`config.mk`:
```
export PLATFORM = sky130hd
export DESIGN_NAME = mem_access_unit_flat
export DESIGN_NICKNAME = d
export VERILOG_FILES = /design/src/rtl/mem_access_unit_if.sv /design/src/rtl/mem_access_unit.sv /design/src/flat_wrapper.sv
export SDC_FILE = /design/constraint.sdc
export NUM_CORES = 1
export LEC_CHECK = 0
export BUFFER_PORTS_ARGS = -buffer_cell sky130_fd_sc_hd__buf_2
export CORE_MARGIN = 4
export CORE_UTILIZATION = 45
export DETAILED_ROUTE_END_ITERATION = 8
export GPL_TIMING_DRIVEN = 0
export PLACE_DENSITY = 0.75
export SYNTH_ARGS = -nofsm -noshare
export SYNTH_HDL_FRONTEND = slang
export SYNTH_SLANG_ARGS = --single-unit
```
`constraint.sdc`:
```
create_clock -name clk -period 4 [get_ports clk]
set_input_delay 0.2 -clock clk [delete_from_list [all_inputs] [get_ports clk]]
set_output_delay 0.2 -clock clk [all_outputs]
set_load 0.05 [all_outputs]
```
`src/rtl/mem_access_unit_if.sv`:
```
// Data-memory request/acknowledge port between the load/store unit and memory.
interface mem_access_unit_if #(
  parameter int unsigned DataWidth = 32,
  parameter int unsigned AddrWidth = 32
) ();
  localparam int unsigned StrbWidth = DataWidth / 8;

  logic                 dmem_req;
  logic                 dmem_we;
  logic [AddrWidth-1:0] dmem_addr;
  logic [DataWidth-1:0] dmem_wdata;
  logic [StrbWidth-1:0] dmem_wstrb;
  logic                 dmem_ack;
  logic [DataWidth-1:0] dmem_rdata;

  modport master (
    output dmem_req,
    output dmem_we,
    output dmem_addr,
    output dmem_wdata,
    output dmem_wstrb,
    input  dmem_ack,
    input  dmem_rdata
  );

  modport slave (
    input  dmem_req,
    input  dmem_we,
    input  dmem_addr,
    input  dmem_wdata,
    input  dmem_wstrb,
    output dmem_ack,
    output dmem_rdata
  );
endinterface

```
`src/rtl/mem_access_unit.sv`:
```
// Memory-stage load/store unit: one req/ack transaction per access, formats
// store lanes, extracts and extends load data, stalls while a request is open.
module mem_access_unit #(
  parameter int unsigned DataWidth = 32,
  parameter int unsigned AddrWidth = 32
) (
  input  logic                 clk,
  input  logic                 rst_n,
  input  logic                 exec_valid,
  input  logic                 mem_read,
  input  logic                 mem_write,
  input  logic [2:0]           funct3,
  input  logic [AddrWidth-1:0] addr,
  input  logic [DataWidth-1:0] store_data,
  output logic                 stall,
  mem_access_unit_if.master    dmem,
  output logic [DataWidth-1:0] data_mem_out,
  output logic                 load_valid,
  output logic                 misaligned
);

  localparam int unsigned StrbWidth = DataWidth / 8;

  typedef enum logic {
    IDLE = 1'b0,
    REQ  = 1'b1
  } state_e;

  state_e               state_q, state_d;
  logic                 req_q, req_d;
  logic                 we_q, we_d;
  logic [AddrWidth-1:0] addr_q, addr_d;
  logic [DataWidth-1:0] wdata_q, wdata_d;
  logic [StrbWidth-1:0] wstrb_q, wstrb_d;
  logic                 is_load_q, is_load_d;
  logic [2:0]           funct3_q, funct3_d;
  logic [1:0]           lane_q, lane_d;
  logic [DataWidth-1:0] data_q, data_d;
  logic                 load_valid_q, load_valid_d;
  logic                 misaligned_q, misaligned_d;
  logic                 stall_c;

  logic                 op_present;
  logic                 op_store;
  logic                 op_legal;
  logic                 op_aligned;
  logic [DataWidth-1:0] fmt_wdata;
  logic [StrbWidth-1:0] fmt_wstrb;
  logic [DataWidth-1:0] load_shifted;
  logic [DataWidth-1:0] load_ext;

  // Decode the op offered by execute: legality, alignment and store lane format.
  always_comb begin
    op_present = exec_valid & (mem_read | mem_write);
    op_store   = mem_write;
    op_legal   = 1'b0;
    op_aligned = 1'b0;
    fmt_wdata  = store_data;
    fmt_wstrb  = '0;
    case (funct3)
      3'b000: begin
        op_legal   = 1'b1;
        op_aligned = 1'b1;
        fmt_wdata  = {StrbWidth{store_data[7:0]}};
        fmt_wstrb  = StrbWidth'(1) << addr[1:0];
      end
      3'b001: begin
        op_legal   = 1'b1;
        op_aligned = ~addr[0];
        fmt_wdata  = {(StrbWidth / 2){store_data[15:0]}};
        fmt_wstrb  = addr[1] ? StrbWidth'(4'b1100) : StrbWidth'(4'b0011);
      end
      3'b010: begin
        op_legal   = 1'b1;
        op_aligned = (addr[1:0] == 2'b00);
        fmt_wdata  = store_data;
        fmt_wstrb  = '1;
      end
      3'b100: begin
        op_legal   = ~op_store;
        op_aligned = 1'b1;
      end
      3'b101: begin
        op_legal   = ~op_store;
        op_aligned = ~addr[0];
      end
      default: begin
        op_legal = 1'b0;
      end
    endcase
  end

  // Align the returned word to the addressed lane and extend to full width.
  always_comb begin
    load_shifted = dmem.dmem_rdata >> {lane_q, 3'b000};
    case (funct3_q)
      3'b000:  load_ext = {{(DataWidth - 8){load_shifted[7]}}, load_shifted[7:0]};
      3'b001:  load_ext = {{(DataWidth - 16){load_shifted[15]}}, load_shifted[15:0]};
      3'b100:  load_ext = DataWidth'(load_shifted[7:0]);
      3'b101:  load_ext = DataWidth'(load_shifted[15:0]);
      default: load_ext = load_shifted;
    endcase
  end

  // Next-state and output logic for the IDLE/REQ transaction sequencer.
  always_comb begin
    state_d      = state_q;
    req_d        = req_q;
    we_d         = we_q;
    addr_d       = addr_q;
    wdata_d      = wdata_q;
    wstrb_d      = wstrb_q;
    is_load_d    = is_load_q;
    funct3_d     = funct3_q;
    lane_d       = lane_q;
    data_d       = data_q;
    load_valid_d = 1'b0;
    misaligned_d = 1'b0;
    stall_c      = 1'b0;
    case (state_q)
      IDLE: begin
        if (op_present && op_legal) begin
          if (op_aligned) begin
            stall_c   = 1'b1;
            state_d   = REQ;
            req_d     = 1'b1;
            we_d      = op_store;
            addr_d    = {addr[AddrWidth-1:2], 2'b00};
            wdata_d   = fmt_wdata;
            wstrb_d   = op_store ? fmt_wstrb : '0;
            is_load_d = ~op_store;
            funct3_d  = funct3;
            lane_d    = addr[1:0];
          end else begin
            misaligned_d = 1'b1;
          end
        end
      end
      REQ: begin
        stall_c = ~dmem.dmem_ack;
        if (dmem.dmem_ack) begin
          state_d = IDLE;
          req_d   = 1'b0;
          if (is_load_q) begin
            data_d       = load_ext;
            load_valid_d = 1'b1;
          end
        end
      end
      default: begin
        state_d = IDLE;
      end
    endcase
  end

  // State and output registers with synchronous active-low reset.
  always_ff @(posedge clk) begin
    if (!rst_n) begin
      state_q      <= IDLE;
      req_q        <= 1'b0;
      we_q         <= 1'b0;
      addr_q       <= '0;
      wdata_q      <= '0;
      wstrb_q      <= '0;
      is_load_q    <= 1'b0;
      funct3_q     <= 3'b000;
      lane_q       <= 2'b00;
      data_q       <= '0;
      load_valid_q <= 1'b0;
      misaligned_q <= 1'b0;
    end else begin
      state_q      <= state_d;
      req_q        <= req_d;
      we_q         <= we_d;
      addr_q       <= addr_d;
      wdata_q      <= wdata_d;
      wstrb_q      <= wstrb_d;
      is_load_q    <= is_load_d;
      funct3_q     <= funct3_d;
      lane_q       <= lane_d;
      data_q       <= data_d;
      load_valid_q <= load_valid_d;
      misaligned_q <= misaligned_d;
    end
  end

  // Stall is suppressed while reset is asserted so upstream never freezes in reset.
  assign stall           = rst_n & stall_c;
  assign dmem.dmem_req   = req_q;
  assign dmem.dmem_we    = we_q;
  assign dmem.dmem_addr  = addr_q;
  assign dmem.dmem_wdata = wdata_q;
  assign dmem.dmem_wstrb = wstrb_q;
  assign data_mem_out    = data_q;
  assign load_valid      = load_valid_q;
  assign misaligned      = misaligned_q;

endmodule

```
`src/flat_wrapper.sv`:
```
// flat-port wrapper written by rule: the top's interface ports become plain ports
module mem_access_unit_flat 
#(
  parameter int unsigned DataWidth = 32,
  parameter int unsigned AddrWidth = 32
)
  (clk, rst_n, exec_valid, mem_read, mem_write, funct3, addr, store_data, stall, data_mem_out, load_valid, misaligned, dmem_dmem_req, dmem_dmem_we, dmem_dmem_addr, dmem_dmem_wdata, dmem_dmem_wstrb, dmem_dmem_ack, dmem_dmem_rdata);
  mem_access_unit_if #(.DataWidth(DataWidth), .AddrWidth(AddrWidth)) dmem_i ();
  input  logic clk;
  input  logic rst_n;
  input  logic exec_valid;
  input  logic mem_read;
  input  logic mem_write;
  input  logic [2:0] funct3;
  input  logic [AddrWidth-1:0] addr;
  input  logic [DataWidth-1:0] store_data;
  output logic stall;
  output logic [DataWidth-1:0] data_mem_out;
  output logic load_valid;
  output logic misaligned;
  output wire logic [$bits(dmem_i.dmem_req)-1:0] dmem_dmem_req;
  output wire logic [$bits(dmem_i.dmem_we)-1:0] dmem_dmem_we;
  output wire logic [$bits(dmem_i.dmem_addr)-1:0] dmem_dmem_addr;
  output wire logic [$bits(dmem_i.dmem_wdata)-1:0] dmem_dmem_wdata;
  output wire logic [$bits(dmem_i.dmem_wstrb)-1:0] dmem_dmem_wstrb;
  input wire logic [$bits(dmem_i.dmem_ack)-1:0] dmem_dmem_ack;
  input wire logic [$bits(dmem_i.dmem_rdata)-1:0] dmem_dmem_rdata;
  assign dmem_dmem_req = dmem_i.dmem_req;
  assign dmem_dmem_we = dmem_i.dmem_we;
  assign dmem_dmem_addr = dmem_i.dmem_addr;
  assign dmem_dmem_wdata = dmem_i.dmem_wdata;
  assign dmem_dmem_wstrb = dmem_i.dmem_wstrb;
  assign dmem_i.dmem_ack = dmem_dmem_ack;
  assign dmem_i.dmem_rdata = dmem_dmem_rdata;
  mem_access_unit #(.DataWidth(DataWidth), .AddrWidth(AddrWidth)) u_core (.clk(clk), .rst_n(rst_n), .exec_valid(exec_valid), .mem_read(mem_read), .mem_write(mem_write), .funct3(funct3), .addr(addr), .store_data(store_data), .stall(stall), .dmem(dmem_i), .data_mem_out(data_mem_out), .load_valid(load_valid), .misaligned(misaligned));
endmodule
```
==> results of run 1 <==
[routing by layer]
layer	track usage (%)	vias to the layer above	routed length (um)
met5	0	-	7
met4	7.590	2	335
met3	6.895	28	1389
met2	39.97	198	7755
met1	29.92	2450	6844
li1	-	2508	-
[metrics by stage]
step	hold slack, ns	util (%)	area [sq um]
2_1_floorplan	0.3002	-	5141
3_3_place_gp	0.4361	57.79	6347
3_5_place_dp	0.4445	57.79	6347
4_1_cts	0.08818	60.96	6695
5_1_grt	0.08732	60.96	6695
6_report	0.08699	60.96	6695
[critical path, cell delays in order, from the launching register on]
cell     delay (ns)
dfxtp_1        0.35
nor2b_1        0.14
o221a_1        0.20
buf_6          0.12
and2_4         0.15
buf_6          0.17
buf_6          0.18
o21a_1         0.15
buf_2          0.27
[worst min-delay path by stage]
stage / start / end / slack (ns) / cells past startpoint
6_report: addr[4] / u_core.dmem.dmem_addr[4] / 0.09 / 3
3_3_place_gp: dmem_dmem_ack / u_core.dmem.dmem_req / 0.44 / 2
5_1_grt: addr[7] / u_core.dmem.dmem_addr[7] / 0.09 / 3
3_5_place_dp: u_core.dmem.dmem_addr[12] / u_core.dmem.dmem_addr[12] / 0.44 / 2
2_1_floorplan: dmem_dmem_ack / u_core.dmem.dmem_req / 0.30 / 1
4_1_cts: addr[28] / u_core.dmem.dmem_addr[28] / 0.09 / 3
[cells in the final DEF, fill, tap and decap left out, drive strengths merged]
cell / netlist / final
a211oi: 17 / 17
a21o: 2 / 2
a21oi: 69 / 69
a31oi: 1 / 1
and2: 1 / 1
and3: 2 / 2
buf: 19 / 225
bufinv: 0 / 3
clkbuf: 40 / 49
clkinv: 1 / 2
clkinvlp: 0 / 2
conb: 1 / 2
dfxtp: 109 / 109
inv: 2 / 3
mux2: 7 / 7
mux2i: 74 / 74
nand2: 108 / 108
nand2b: 3 / 3
nand3: 3 / 3
nand3b: 1 / 1
nand4: 23 / 23
nor2: 8 / 8
nor2b: 7 / 7
nor3b: 1 / 1
o2111ai: 2 / 2
o211a: 1 / 1
o211ai: 8 / 8
o21a: 2 / 2
o21ai: 64 / 64
o221a: 1 / 1
o2bb2ai: 7 / 7
o31ai: 2 / 2
or2: 2 / 2
[Yosys cell counts]
master and number:
conb_1 1, nand2_1 108, clkinv_1 1, buf_1 2, inv_1 2, nand4_1 23
a21oi_1 69, dfxtp_1 109, and2_4 1, o2111ai_1 1, mux2_2 7, nand2b_1 3
nor2b_1 7, a21o_1 2, mux2i_1 74, buf_2 7, a211oi_2 16, o2bb2ai_1 7
nand3_1 3, a211oi_1 1, buf_4 2, o21ai_1 5, nor3b_1 1, o221a_1 1
nor2_1 7, and3_1 2, nand3b_1 1, buf_6 8, o211a_1 1, nor2_8 1
clkbuf_1 40, o2111ai_2 1, o21ai_0 59, o31ai_2 2, o21a_1 2, or2_2 2
a31oi_1 1, o211ai_1 8
[layout make-up]
cell class                      count  share of cell area (%)
Multi-Input combinational cell    418                   39.58
Buffer                             59                   4.448
Clock buffer                        9                   3.364
Sequential cell                   109                   32.59
Timing Repair Buffer              206                   15.40
Clock inverter                      7                   1.831
Tap cell                          140                   2.616
Inverter                            3                  0.1682
[power by group through the flow]
| stage | sequential [mW] | combinational (mW) | clock (mW) |
|---|---|---|---|
| 2_1_floorplan | 1.24 | 0.185 | 0 |
| 3_3_place_gp | 1.15 | 0.408 | 0 |
| 3_5_place_dp | 1.15 | 0.416 | 0 |
| 4_1_cts | 1.13 | 0.416 | 1.04 |
| 5_1_grt | 1.13 | 0.448 | 1.09 |
| 6_report | 1.13 | 0.420 | 1.04 |
[cells by family (layout without fill, tap and decap cells)]
logic type | after synthesis | in the layout | synth area share, %
AOI/OAI and AO/OA | 176 | 176 | 21.43
and+or+nand+nor | 159 | 159 | 14.05
DFF | 109 | 109 | 42.47
muxes | 81 | 81 | 15.95
buffers and inverters | 62 | 284 | 6.015
other | 1 | 2 | 0.07299
[state kept, by name (all words and copies together), names as in the netlist]
register	cells
u_core.data_mem_out	32
u_core.dmem.dmem_addr	30
u_core.dmem.dmem_req	1
u_core.dmem.dmem_wdata	32
u_core.dmem.dmem_we	1
u_core.dmem.dmem_wstrb	4
u_core.funct3_q	3
u_core.is_load_q	1
u_core.lane_q	2
u_core.load_valid	1
u_core.misaligned	1
u_core.state_q	1
==> summary.txt, run 1 <==
Yosys
  – Syn_area_per_cell: 8.737 sq um
  – Area contributors post-synth: dfxtp_1, mux2i_1, nand2_1
  – Seq/Total Area, Yosys: 42.47%
  – Register bit total from synthesis: 109
  – Cell taking the most area after synthesis: dfxtp_1
  – Synth top area share: 42.47%
  – Synth Instances: 588
  – Post-synth cell types: 38
  – Post-Synthesis Cell Area: 0.005137 sq mm
  – Yosys warnings: 0

Critical path
  – CP arrival: 2.09 ns
  – Reg2reg setup slack: 2.19 ns
  – Reg2reg start: u_core.lane_q[0]
  – CP required: 3.80 ns
  – R2R depth: 6
  – Capture point of the worst path: stall
  – R2R Path End: u_core.data_mem_out[29]
  – Worst-path maximum fanout: 10
  – CP Launch Type: flop
  – CP endpoint kind: output pin
  – CP Class: reg2out
  – Worst Setup SP: u_core.state_q

Timing
  – Fin crit period: 2.292 ns
  – Setup TNS: 0 ns
  – Tcrit/Tclk final: 57.31%
  – Slew @ Worst Pin: 0.7723 ns
  – Setup WS post-layout: 1.708 ns
  – Max-slew headroom: 48.51%
  – Clk_skew: 0.008649 ns
  – RSZ-0062 raised after global routing: false
  – Fmax: 0.4363 GHz
  – Setup violators final: 0
  – Slew Limit Fails: 0
  – Hold Fails Final Rpt: 0

Clock tree
  – Clk root buf: clkbuf_16
  – Post-CTS setup buffer count: 0
  – Hold Buf Count CTS: 0
  – CTS tree: done
  – Clock Latency Late Sink: 0.35 ns
  – Worst-case clock buffer depth: 2
  – Reg clk slew, reported paths: 0.07 ns
  – Clock sinks: 109
  – # resized after CTS: 0
  – CTS H-tree depth: 3
  – TritonCTS buffer count: 9

Floorplanning
  – Cell Rows: 38
  – Die area: 0.01319 sq mm
  – Die Height: 114.9 um
  – IO Pins: 210
  – Initial Util: 46.78%
  – Die width: 114.9 um
  – Core area: 0.01098 sq mm

Power and ir drop
  – Sw Share: 27.89%
  – Sequential Power Share: 43.6%
  – Internal power: 1.865 mW
  – Worst IR drop on VDD: 0.2386 mV
  – Clock power share: 40.1%
  – Combinational share of power: 16.2%
  – PwrDens: 386.3 mW/mm^2
  – Sw power: 0.7213 mW
  – Total Power: 2.586 mW
  – Leak: 2.977 nW

Place
  – Global placement routability congestion: 0.9384
  – Port bufs: 206
  – Post-DP HPWL: 12720 um
  – Dpl cells: 935
  – Setup WS pre-CTS: 1.841 ns

Cells and area
  – # diodes: 0
  – Nets: 911
  – Area growth syn-to-layout: 30.32%
  – Layout cell share with drive strength beyond 1: 33.17%
  – Multi-input gate area: 0.002650 sq mm
  – # fillers: 940
  – Register area: 0.002182 sq mm
  – Final Non-Filler Cells: 951

Drt
  – Post-DRT Antenna Nets: 0
  – DR WL/cell: 17.17 um
  – Drt total wl: 16330 um
  – Number of DRC markers in iteration 0: 339
  – Drt pass-1 iters: 5
  – Via Count: 5186
  – DRC viols: 0
  – Via density: 5.453

Global routing
  – Grt total ovfl: 0
  – First-pass GRT wire length: 25390 um
  – Largest net degree at the start of global routing: 19
  – Initial antenna violation count: 1
  – GRT Resource Usage Total: 23.95%
  – Vias in the first global route: 5131

Job
  – Total of max-cap violations: 0

Outcome
  – Status: finished, final reports clean

Min path
  – Worst min-delay path class: in2reg
Note: power is estimated with default switching activity, not from simulation.
==> run 2, diff against run 1 <==
==> constraint.sdc (replaced) <==
create_clock -name clk -period 2.23 [get_ports clk]
set_input_delay 0.1115 -clock clk [delete_from_list [all_inputs] [get_ports clk]]
set_output_delay 0.1115 -clock clk [all_outputs]
set_load 0.05 [all_outputs]
==> run 2 against run 1 <==
Total power increased by 79%. Sequential cell count unchanged. Combinational power increased by 80%. Count of clock-buffer cells in the layout unchanged. Cell count increased by 0.21%. Core utilization increased by 0.24 points. Non-clock buffer count increased by 2. Register-to-register slack got worse by 1.8 ns. Largest cell class unchanged. Worst hold slack got worse by 0.084 ns. Highest routed layer unchanged. Die area unchanged.
==> summary.txt, run 2 (synthesis results as in run 1) <==
Outcome
  – Status: finished, final reports clean

Critical path
  – Worst-path maximum fanout: 10
  – R2R Path End: u_core.data_mem_out[29]
  – CP Class: reg2out
  – Slowest stage delay, CP: 0.35 ns
  – Worst path cell trace: nor2b_1, o221a_1, buf_6, and2_4, buf_6, buf_6, o21a_1, buf_6
  – CP required: 2.12 ns
  – R2R depth: 6
  – Reg2reg setup slack: 0.41 ns
  – Crit path max-delay cell type: dfxtp_1
  – Family with the most delay on the worst path: buffers and inverters
  – Reg2reg start: u_core.lane_q[0]
  – CP Launch Type: flop
  – CP arrival: 2.01 ns
  – CP endpoint kind: output pin
  – CP most frequent cell: buf_6
  – CP Buf/Inv Count: 4

Floorplanning
  – Die width: 114.9 um
  – Core area: 0.01098 sq mm
  – Die Height: 114.9 um
  – Die area: 0.01319 sq mm
  – IO Pins: 210
  – Cell Rows: 38
  – Initial Util: 46.78%

Drt
  – DRC viols: 0
  – Number of DRC markers in iteration 0: 334
  – DR WL/cell: 17.14 um
  – Drt total wl: 16330 um
  – Via density: 5.482
  – Drt pass-1 iters: 5
  – Via Count: 5224
  – Post-DRT Antenna Nets: 0

Place
  – Global placement routability congestion: 0.9384
  – Post-place instance area: 0.006347 sq mm
  – Dpl cells: 935
  – Port bufs: 206
  – Setup WS pre-CTS: 0.2478 ns
  – Post-DP HPWL: 12720 um

Min path
  – Hold Path Origin: addr[4]
  – Hold Path Stages: 3
  – Worst min-delay path class: in2reg
  – End of the worst hold path: u_core.dmem.dmem_addr[4]

Timing
  – Fin crit period: 2.117 ns
  – Setup WS post-layout: 0.1132 ns
  – Tcrit/Tclk final: 94.92%
  – Fmax: 0.4724 GHz
  – Setup TNS: 0 ns
  – RSZ-0062 raised after global routing: false
  – Max-slew headroom: 48.80%
  – Setup violators final: 0
  – Slew @ Worst Pin: 0.7679 ns
  – Hold Fails Final Rpt: 0
  – Clk_skew: 0.009141 ns
  – Slew Limit Fails: 0

Cells and area
  – Nets: 913
  – Post-route cell area: 0.006721 sq mm
  – Most common cell after layout, fill and taps aside: buf_2
  – Commonest cells after routing, fill and taps aside: buf_2, dfxtp_1, nand2_1, mux2i_1, a21oi_1
  – # diodes: 0
  – Final Non-Filler Cells: 953
  – Area growth syn-to-layout: 30.83%
  – Layout cell share with drive strength beyond 1: 33.09%

Power and ir drop
  – Clock power share: 40.1%
  – Worst IR drop on VDD: 0.4274 mV
  – Leak: 2.986 nW
  – Sequential Power Share: 43.6%
  – Sw power: 1.289 mW
  – Total Power: 4.638 mW
  – Sw Share: 27.79%
  – Combinational share of power: 16.3%
  – PwrDens: 690.0 mW/mm^2
  – Internal power: 3.349 mW

Clock tree
  – Clk root buf: clkbuf_16
  – Clock Latency Late Sink: 0.35 ns
  – Worst-case clock buffer depth: 2
  – CTS tree: done
  – Clock sinks: 109
  – CTS H-tree depth: 3
  – TritonCTS buffer count: 9
  – Reg clk slew, reported paths: 0.07 ns

Global routing
  – Largest net degree at the start of global routing: 19
  – GRT Resource Usage Total: 23.98%
  – Initial antenna violation count: 1
  – Vias in the first global route: 5141
  – Grt total ovfl: 0
  – First-pass GRT wire length: 25430 um

Job
  – Total of max-cap violations: 0
==> run 2: changes by cell type in the layout (fill, tap and decap cells not counted), sizes merged <==
cell | previous run | this run
dlygate4sd3 | 0 | 2
==> run 2: how the worst max path moves through the flow <==
stage	startpoint	to	slack (ns)	depth (start not counted)
2_1_floorplan	u_core.state_q	stall	0.54	7
3_3_place_gp	rst_n	stall	0.26	5
3_5_place_dp	rst_n	stall	0.25	5
4_1_cts	u_core.state_q	stall	0.06	8
5_1_grt	u_core.state_q	stall	0.0008	8
6_report	u_core.state_q	stall	0.11	8
==> run 2: final cells by class <==
cell class              instances  area, sq um
inverters                       3        11.26
fillers                       936         4262
plain buffers                  59        297.8
multi-input cells             418         2650
clock buffers                   9        225.2
clock inverters                 7        122.6
repair buffers                208         1057
well taps                     140        175.2
flip-flops and latches        109         2182
==> run 2: power groups by stage <==
stage / Combinational, mW / Sequential (mW) / Clock, mW
floorplan: 0.333 / 2.22 / 0
global placement: 0.732 / 2.07 / 0
detailed placement: 0.745 / 2.07 / 0
CTS: 0.749 / 2.02 / 1.87
global route: 0.808 / 2.03 / 1.95
finish: 0.756 / 2.02 / 1.86
==> run 2: worst reg2reg max path: cells and delay by family, from the launching register on <==
family / cells / cell delay (ns)
buffers and inverters: 2 / 0.55
AO/OA/AOI/OAI: 2 / 0.49
AND/OR/NAND/NOR: 1 / 0.10
multiplexers: 1 / 0.21
flip-flops: 1 / 0.35
==> run 2: repair_timing <==
item                       4_1_cts  5_1_grt
setup buffers                    0        0
setup endpoints to repair        1        1
gates resized for setup          1        1
hold buffers                     1        1
hold endpoints to repair         1        1
gates cloned                     0        0
==> run 2: metal layers <==
layer	routed length, um	share of wire, %	up-vias	GRT usage (%)
li1	-	-	2521	-
met1	6836	42	2454	29.95
met2	7713	47	215	40.05
met3	1435	8.8	32	6.895
met4	339	2.1	2	7.590
met5	7	0.043	-	0
==> run 2: through the flow <==
| step | util [%] | hold WS [ns] |
|---|---|---|
| after floorplan | - | 0.2117 |
| after global placement | 57.79 | 0.3476 |
| after detailed placement | 57.79 | 0.3650 |
| after CTS | 61.07 | 0.0008516 |
| after global routing | 61.20 | 0.0004242 |
| final | 61.20 | 0.002834 |
==> run 3, diff against run 2 <==
--- a/config.mk
+++ b/config.mk
@@ -6,11 +6,13 @@
 export NUM_CORES = 1
 export LEC_CHECK = 0
 export BUFFER_PORTS_ARGS = -buffer_cell sky130_fd_sc_hd__buf_2
-export CORE_MARGIN = 4
+export CORE_ASPECT_RATIO = 1.2
+export CORE_MARGIN = 2
 export CORE_UTILIZATION = 45
 export DETAILED_ROUTE_END_ITERATION = 8
 export GPL_TIMING_DRIVEN = 0
 export PLACE_DENSITY = 0.75
+export SETUP_SLACK_MARGIN = 0.4
 export SYNTH_ARGS = -nofsm -noshare
 export SYNTH_HDL_FRONTEND = slang
 export SYNTH_SLANG_ARGS = --single-unit
==> run 3 against run 2 <==
Cell area up 0.99%. Sequential power is essentially flat. Die area fell by 6.8%. Largest cell class unchanged.
==> summary.txt, run 3 (synthesis results as in run 1) <==
Clock tree
  – CTS tree: done
  – TritonCTS buffer count: 9
  – Clk root buf: clkbuf_16
  – Reg clk slew, reported paths: 0.07 ns
  – Clock sinks: 109
  – Worst-case clock buffer depth: 2
  – Clock Latency Late Sink: 0.34 ns
  – CTS H-tree depth: 3

Timing
  – Slew @ Worst Pin: 0.7887 ns
  – Slew Limit Fails: 0
  – Fmax: 0.5586 GHz
  – Fin crit period: 1.790 ns
  – Setup TNS: 0 ns
  – Max-slew headroom: 47.42%
  – Hold WS: 0.002541 ns
  – Tcrit/Tclk final: 80.27%
  – Hold Fails Final Rpt: 0
  – Clk_skew: 0.007842 ns
  – Setup violators final: 0
  – RSZ-0062 raised after global routing: true

Cells and area
  – # diodes: 0
  – Post-route cell area: 0.006788 sq mm
  – Layout Utilization: 61.22%
  – Layout cell share with drive strength beyond 1: 33.99%
  – Area growth syn-to-layout: 32.12%
  – Commonest cells after routing, fill and taps aside: buf_2, nand2_1, dfxtp_1, mux2i_1, a21oi_1
  – Multi-input gate area: 0.002668 sq mm
  – Register area: 0.002183 sq mm
  – # fillers: 995
  – Most common cell after layout, fill and taps aside: buf_2
  – Nets: 916

Global routing
  – Vias in the first global route: 5121
  – Grt met3 use: 6.624%
  – First-pass GRT wire length: 24960 um
  – Grt total ovfl: 0
  – GRT Resource Usage Total: 25.69%
  – Largest net degree at the start of global routing: 18
  – Met2 Use GR: 44.12%
  – Initial antenna violation count: 0
  – Global route hottest layer: met2
  – Global Route met1 Usage: 30.24%

Floorplanning
  – Die width: 101.5 um
  – IO Pins: 210
  – Die area: 0.01229 sq mm
  – Die Height: 121.0 um
  – Initial Util: 46.33%
  – Core area: 0.01109 sq mm
  – Cell Rows: 42

Drt
  – Number of DRC markers in iteration 0: 230
  – Via density: 5.376
  – Drt total wl: 16160 um
  – Drt pass-1 iters: 5
  – Via Count: 5209
  – DRC viols: 0
  – DR WL/cell: 16.67 um
  – Post-DRT Antenna Nets: 0

Critical path
  – CP Class: reg2out
  – CP arrival: 1.68 ns
  – Worst-path maximum fanout: 3
  – CP Launch Type: flop
  – CP endpoint kind: output pin
  – CP required: 2.12 ns

Place
  – Post-place instance area: 0.006365 sq mm
  – Post-DP HPWL: 12380 um
  – Port bufs: 206
  – Global placement routability congestion: 0.8940

Power and ir drop
  – Leak: 3.008 nW
  – Worst IR drop on VDD: 0.3506 mV
  – PwrDens: 677.3 mW/mm^2

Outcome
  – Status: finished, final reports clean

Min path
  – Worst min-delay path class: in2reg

Job
  – Total of max-cap violations: 0
## run 3: worst paths after layout
check	from	cells past startpoint	to	slack [ns]
setup / recovery	u_core.state_q	8	stall	0.44
hold / removal	addr[7]	3	u_core.dmem.dmem_addr[7]	0.003
setup reg to reg	u_core.lane_q[0]	5	u_core.data_mem_out[1]	0.46
hold reg to reg	u_core.data_mem_out[3]	2	u_core.data_mem_out[3]	0.46
## run 3: through the flow
stage                     cells  power (mW)  setup WS (ns)
after floorplan             589       2.557         0.5390
after global placement      949       2.795         0.2536
after detailed placement    949       2.811         0.2579
after CTS                   969       4.602         0.4230
after global routing        969       4.748         0.3348
final                       969       4.597         0.4399
## run 3: where the power goes
part	leakage, nW	switching, mW	internal, mW
registers	0.883	0.0284	2.00
clock network	0.154	0.716	1.09
logic	1.97	0.509	0.257
total	3.01	1.25	3.34
## run 3: final cells by class
class                   count  area share (%)
clock inverters             6           1.659
well taps                 154           2.839
multi-input cells         418           39.30
clock buffers               9           3.318
flip-flops and latches    109           32.17
plain buffers              59           4.682
inverters                   3          0.1659
repair buffers            211           15.87
## run 3: layer usage
metal | part of all wire (%) | vias to the layer above
met2 | 50 | 211
li1 | - | 2524
met3 | 6.6 | 39
met1 | 41 | 2435
met4 | 2.6 | 0
met5 | 0 | -
## run 3: repair_timing
action	CTS	global route
buffers inserted	4	0
endpoints found under the hold margin	1	0
hold buffers	1	0
cloned	0	0
endpoints found under the setup margin	1	26
pin swaps	1	0
gates resized for setup	8	5
## run 3: critical path: stages (launching register included)
cell and delay [ns]:
dfxtp_2 0.35, nor2b_2 0.04, o221a_1 0.12, buf_6 0.12, and2_4 0.16, buf_12 0.12, buf_12 0.11, o21a_1 0.17
buf_6 0.15
